==> config.mk <==
export PLATFORM = sky130hd
export DESIGN_NAME = alu_sequencer
export DESIGN_NICKNAME = d
export VERILOG_FILES = /design/src/rtl/alu_sequencer.sv
export SDC_FILE = /design/constraint.sdc
export NUM_CORES = 1
export LEC_CHECK = 0
export ABC_CLOCK_PERIOD_IN_PS = 2700
export CORE_MARGIN = 2
export CORE_UTILIZATION = 47
export DETAILED_ROUTE_END_ITERATION = 8
export PLACE_DENSITY = 0.8
export SYNTH_ARGS = -nofsm -noshare
export SYNTH_HDL_FRONTEND = slang
export SYNTH_SLANG_ARGS = --single-unit
==> constraint.sdc <==
create_clock -name Clk -period 2.7 [get_ports Clk]
set_input_delay 0.54 -clock Clk [delete_from_list [all_inputs] [get_ports Clk]]
set_output_delay 0.54 -clock Clk [all_outputs]
set_load 0.01 [all_outputs]
==> src/rtl/alu_sequencer.sv <==
// rtl/alu_sequencer.sv - multi-cycle controller for the 32-bit ripple ALU cell array
// Sequences one op at a time: single EXEC pass for logic/arith, bit-serial shifts.
module alu_sequencer (
   input  logic        Clk,
   input  logic        ResetN,
   input  logic        ReqValid,
   output logic        ReqReady,
   input  logic [3:0]  ReqOp,
   input  logic [31:0] ReqA,
   input  logic [31:0] ReqB,
   output logic        RespValid,
   input  logic        RespReady,
   output logic [31:0] RespData,
   output logic [31:0] AluA,
   output logic [31:0] AluB,
   output logic        AluInvertA,
   output logic        AluInvertB,
   output logic        AluCarryIn,
   output logic        AluOr,
   output logic        AluFlood,
   input  logic [31:0] AluResult,
   input  logic        AluCarryOut
);

   typedef enum logic [1:0] {IDLE, EXEC, SHIFT, DONE} state_t;

   localparam logic [3:0] OP_ADD  = 4'd0;
   localparam logic [3:0] OP_SUB  = 4'd1;
   localparam logic [3:0] OP_AND  = 4'd2;
   localparam logic [3:0] OP_OR   = 4'd3;
   localparam logic [3:0] OP_XOR  = 4'd4;
   localparam logic [3:0] OP_SLT  = 4'd5;
   localparam logic [3:0] OP_SLTU = 4'd6;
   localparam logic [3:0] OP_SLL  = 4'd7;
   localparam logic [3:0] OP_SRL  = 4'd8;
   localparam logic [3:0] OP_SRA  = 4'd9;

   state_t      state;
   logic [3:0]  op;
   logic [31:0] shiftReg;
   logic [4:0]  count;

   assign ReqReady = (state == IDLE);

   // Control vector {InvertA, InvertB, CarryIn, Or, Flood} for the array pass.
   function automatic logic [4:0] ctrlFor(input logic [3:0] o);
      case (o)
         OP_SUB, OP_SLT, OP_SLTU: ctrlFor = 5'b01100;
         OP_AND:                  ctrlFor = 5'b11011;
         OP_OR:                   ctrlFor = 5'b00010;
         OP_XOR:                  ctrlFor = 5'b01001;
         default:                 ctrlFor = 5'b00000;
      endcase
   endfunction

   always_ff @(posedge Clk or negedge ResetN) begin
      if (!ResetN) begin
         state     <= IDLE;
         op        <= 4'd0;
         shiftReg  <= 32'd0;
         count     <= 5'd0;
         RespValid <= 1'b0;
         RespData  <= 32'd0;
         AluA      <= 32'd0;
         AluB      <= 32'd0;
         {AluInvertA, AluInvertB, AluCarryIn, AluOr, AluFlood} <= 5'b00000;
      end else begin
         case (state)
            IDLE: begin
               if (ReqValid) begin
                  AluA <= ReqA;
                  AluB <= ReqB;
                  op   <= ReqOp;
                  if (ReqOp inside {OP_SLL, OP_SRL, OP_SRA}) begin
                     shiftReg <= ReqA;
                     count    <= ReqB[4:0];
                     state    <= SHIFT;
                  end else begin
                     {AluInvertA, AluInvertB, AluCarryIn, AluOr, AluFlood} <= ctrlFor(ReqOp);
                     state <= EXEC;
                  end
               end
            end
            EXEC: begin
               case (op)
                  OP_ADD, OP_SUB, OP_AND, OP_OR, OP_XOR: RespData <= AluResult;
                  OP_SLTU: RespData <= {31'd0, ~AluCarryOut};
                  // Signs differ: A is less exactly when A is negative; otherwise trust the difference sign.
                  OP_SLT:  RespData <= {31'd0, (AluA[31] ^ AluB[31]) ? AluA[31] : AluResult[31]};
                  default: RespData <= 32'd0;
               endcase
               {AluInvertA, AluInvertB, AluCarryIn, AluOr, AluFlood} <= 5'b00000;
               RespValid <= 1'b1;
               state     <= DONE;
            end
            SHIFT: begin
               if (count != 5'd0) begin
                  case (op)
                     OP_SLL:  shiftReg <= {shiftReg[30:0], 1'b0};
                     OP_SRA:  shiftReg <= {shiftReg[31], shiftReg[31:1]};
                     default: shiftReg <= {1'b0, shiftReg[31:1]};
                  endcase
                  count <= count - 5'd1;
               end else begin
                  RespData  <= shiftReg;
                  RespValid <= 1'b1;
                  state     <= DONE;
               end
            end
            DONE: begin
               if (RespReady) begin
                  RespValid <= 1'b0;
                  state     <= IDLE;
               end
            end
            default: state <= IDLE;
         endcase
      end
   end

endmodule

==> summary.md <==
| Metric | Value |
|---|---|
| CTS Sinks | 145 |
| # setup viols final | 0 |
| Top post-synthesis cells by area | dfrtp_1, mux2_2, mux2_4 |
| Critical path data arrival time | about 2.0 ns |
| Final ANT Viol Nets | 0 |
| CTS tree | built |
| Critical path class | register to output port |
| TNS Setup | 0 ns |
| Layout area overhead | 43.72% |
| Met3 WL | approximately 1.4 mm |
| First-pass GRT wire length | 27.77 mm |
| Chip width | 123.9 um |
| Maximum vdd drop | 682.0 uV |
| Port Buffers | 207 |
| Worst Hold Class | primary input to asynchronous set/reset pin |
| Cell variety after synth | 50 |
| Synthesized area per cell | 12.00 sq um |
| Avg WL per Cell | 18.29 um |
| RSZ-0062 raised after global routing | no |
| CTS Buffer Depth | 2 |
| Worst Path Required | about 2.2 ns |
| Post-route core utilization | 0.6966 |
| Clock transition at path regs | 0.06 ns |
| # DRC | 0 |
| Via Count | 5286 |
| Post-CTS Setup Bufs | 0 |
| Vias in the first global route | 5546 |
| Max_cap viols | 0 |
| Dpl hpwl | between 10 and 15 mm |
| Antenna violations before repair | 0 |
| Startpoint class of the critical path | register |
| Max layer used | met4 |
| Core Region | about 0.014 sq mm |
| Gr usage total | 0.2385 |
| Congestion Overflow GR | 0 |
| Async set or reset register ratio after synthesis | 1.000 |
| Routed wire length | approximately 18 mm |
| DR iter-0 viols | 218 |
| Worst-path fanout max | 7 |
| Layout cells sized above 1 | 0.2066 |
| Clk_skew | roughly 0.009 ns |
| Yosys reg bits | 145 |
| Fin nets | 882 |
| Synth Flop Type | dfrtp_1 |
| Outcome | finished, final reports clean |
| Fill count | slightly below 1000 |
| Static Leak | around 4.3 nW |
| Ports | roughly 210 |
| Largest net degree at the start of global routing | 60 |
| PwrDens | 1301 mW/mm^2 |
| Pwr Total | 12.63 mW |
| Root Driver | clkbuf_16 |
| Initial Utilization | 0.4847 |
| # rows | 43 |
| Largest area contributor in the netlist | dfrtp_1 |
| Clk Latency, worst-skew pair | 0.42 ns |
| Die Ht | 123.9 um |
| CTS Hold Bufs | 0 |
| Fmax achieved | roughly 400 MHz |
| Worst slew pin tran | 1.135 ns |
| Ys Warns | 0 |
| EDFF count, synth | 0 |
| Slew HR | 0.2404 |
| Final Max Slew Viols | 0 |
| GPL Wtd Cong | roughly 0.91 |
| Post-synth top area share | 0.5372 |
| Post-synthesis sequential area ratio | 0.5372 |
| N_diodes | 0 |
| Final hold vios | 0 |
| Post-synthesis net count | 674 |
| Post-Route M1 WL | 7.042 mm |
| Metal2 WL | just under 9 mm |
| Post-CTS Resized | 0 |
| H-tree depth | 4 |
| CP endpoint kind | output port |
| Detailed Routing Iterations Pass 1 | 4 |
| Vias per inst | 5.483 |
| Netlist Area Pre-Place | about 0.0068 sq mm |
| Shortest period the worst path allows | 2.488 ns |
| Fin crit share | 0.9217 |
| DIE AREA | 0.01535 sq mm |
| CTS Buf Count | 17 |
| Syn Inst Count | 563 |
report_power, final:
group          internal, mW  switching, mW
registers              3.28          0.796
logic                  3.40           2.77
clock network          1.46          0.931
synth_stat cells, types with 2 or more instances:
master / number
buf_1: 4
a211oi_1: 2
buf_2: 4
nand3_1: 5
nor3b_1: 2
nor3_1: 3
dfrtp_1: 145
a32o_1: 2
nor2b_1: 2
inv_1: 11
ha_1: 6
nor2_1: 34
a31oi_1: 3
mux2i_1: 33
mux2_2: 74
a22o_1: 2
clkbuf_1: 25
nand4_1: 2
buf_6: 3
nand2b_1: 3
a22oi_1: 30
mux2_4: 26
a21oi_1: 36
o31ai_1: 3
o21ai_0: 40
nand2_1: 39
cell families (layout without fill, tap and decap cells):
| logic type | count (synthesis) | after routing | share of synthesized area |
|---|---|---|---|
| flip-flops | 145 | 145 | 0.5372 |
| multiplexers | 133 | 133 | 0.2301 |
| AO/OA/AOI/OAI | 130 | 130 | 0.1199 |
| AND/OR/NAND/NOR | 101 | 101 | 0.07021 |
| buffers and inverters | 47 | 268 | 0.03020 |
| adder cells (fa/ha/maj) | 6 | 6 | 0.01111 |
| XOR/XNOR | 1 | 1 | 0.001297 |
registers in the layout (all words and copies together), names as in the netlist:
name	flops
op	4
state	2
AluOr	1
AluInvertB	1
RespData	32
count	5
AluInvertA	1
AluA	32
RespValid	1
AluFlood	1
AluCarryIn	1
AluB	32
shiftReg	32
cell usage in the layout (no fill, tap or decap), types with 15 or more instances in the layout:
master,instances
a21oi_1,36
a22oi_1,30
buf_4,15
clkbuf_16,17
clkdlybuf4s50_1,206
dfrtp_1,145
mux2_2,74
mux2_4,26
mux2i_1,33
nand2_1,38
nor2_1,34
o21ai_0,40
routing by layer:
metal / vias to the layer above / track usage
li1: 2439 / -
met1: 2596 / 0.2867
met2: 210 / 0.3898
met3: 41 / 0.07921
met4: 0 / 0.1072
met5: - / 0
critical path, stage by stage, from the launching register on:
cell and delay, ns:
dfrtp_1 0.41, inv_1 0.16, ha_1 0.35, clkdlybuf4s50_1 0.61
area by class of cell:
cell class / instances / area [sq um] / share of cell area
inverters: 11 / 41.29 / 0.004254
multi-input cells: 371 / 2958 / 0.3047
clock inverters: 11 / 127.6 / 0.01315
repair buffers: 225 / 2246 / 0.2314
flip-flops and latches: 145 / 3628 / 0.3738
well taps: 180 / 225.2 / 0.02320
clock buffers: 21 / 480.5 / 0.04950
metrics by stage:
stage | cells | hold slack [ns] | area (sq um) | worst slack [ns]
after global placement | 932 | 0.4615 | 9099 | 0.3122
after floorplan | 563 | 0.2444 | 6754 | 0.6569
after global routing | 964 | 0.1019 | 9707 | 0.1071
final | 964 | 0.07664 | 9707 | 0.2115
after CTS | 964 | 0.09242 | 9707 | 0.1876
after detailed placement | 932 | 0.4694 | 9099 | 0.2873
final timing paths:
check                               end  cells past startpoint   startpoint  slack, ns
min in group Clk            RespData[4]                      2  RespData[4]       0.48
setup reg to reg           RespData[14]                      6     count[0]       0.40
hold / removal                 AluB[22]                      1       ResetN       0.08
hold reg to reg             RespData[4]                      2  RespData[4]       0.48
max in group asynchronous  RespData[14]                      2       ResetN       1.90
setup / recovery               ReqReady                      3     state[0]       0.21
Note: power is estimated with default switching activity, not from simulation.
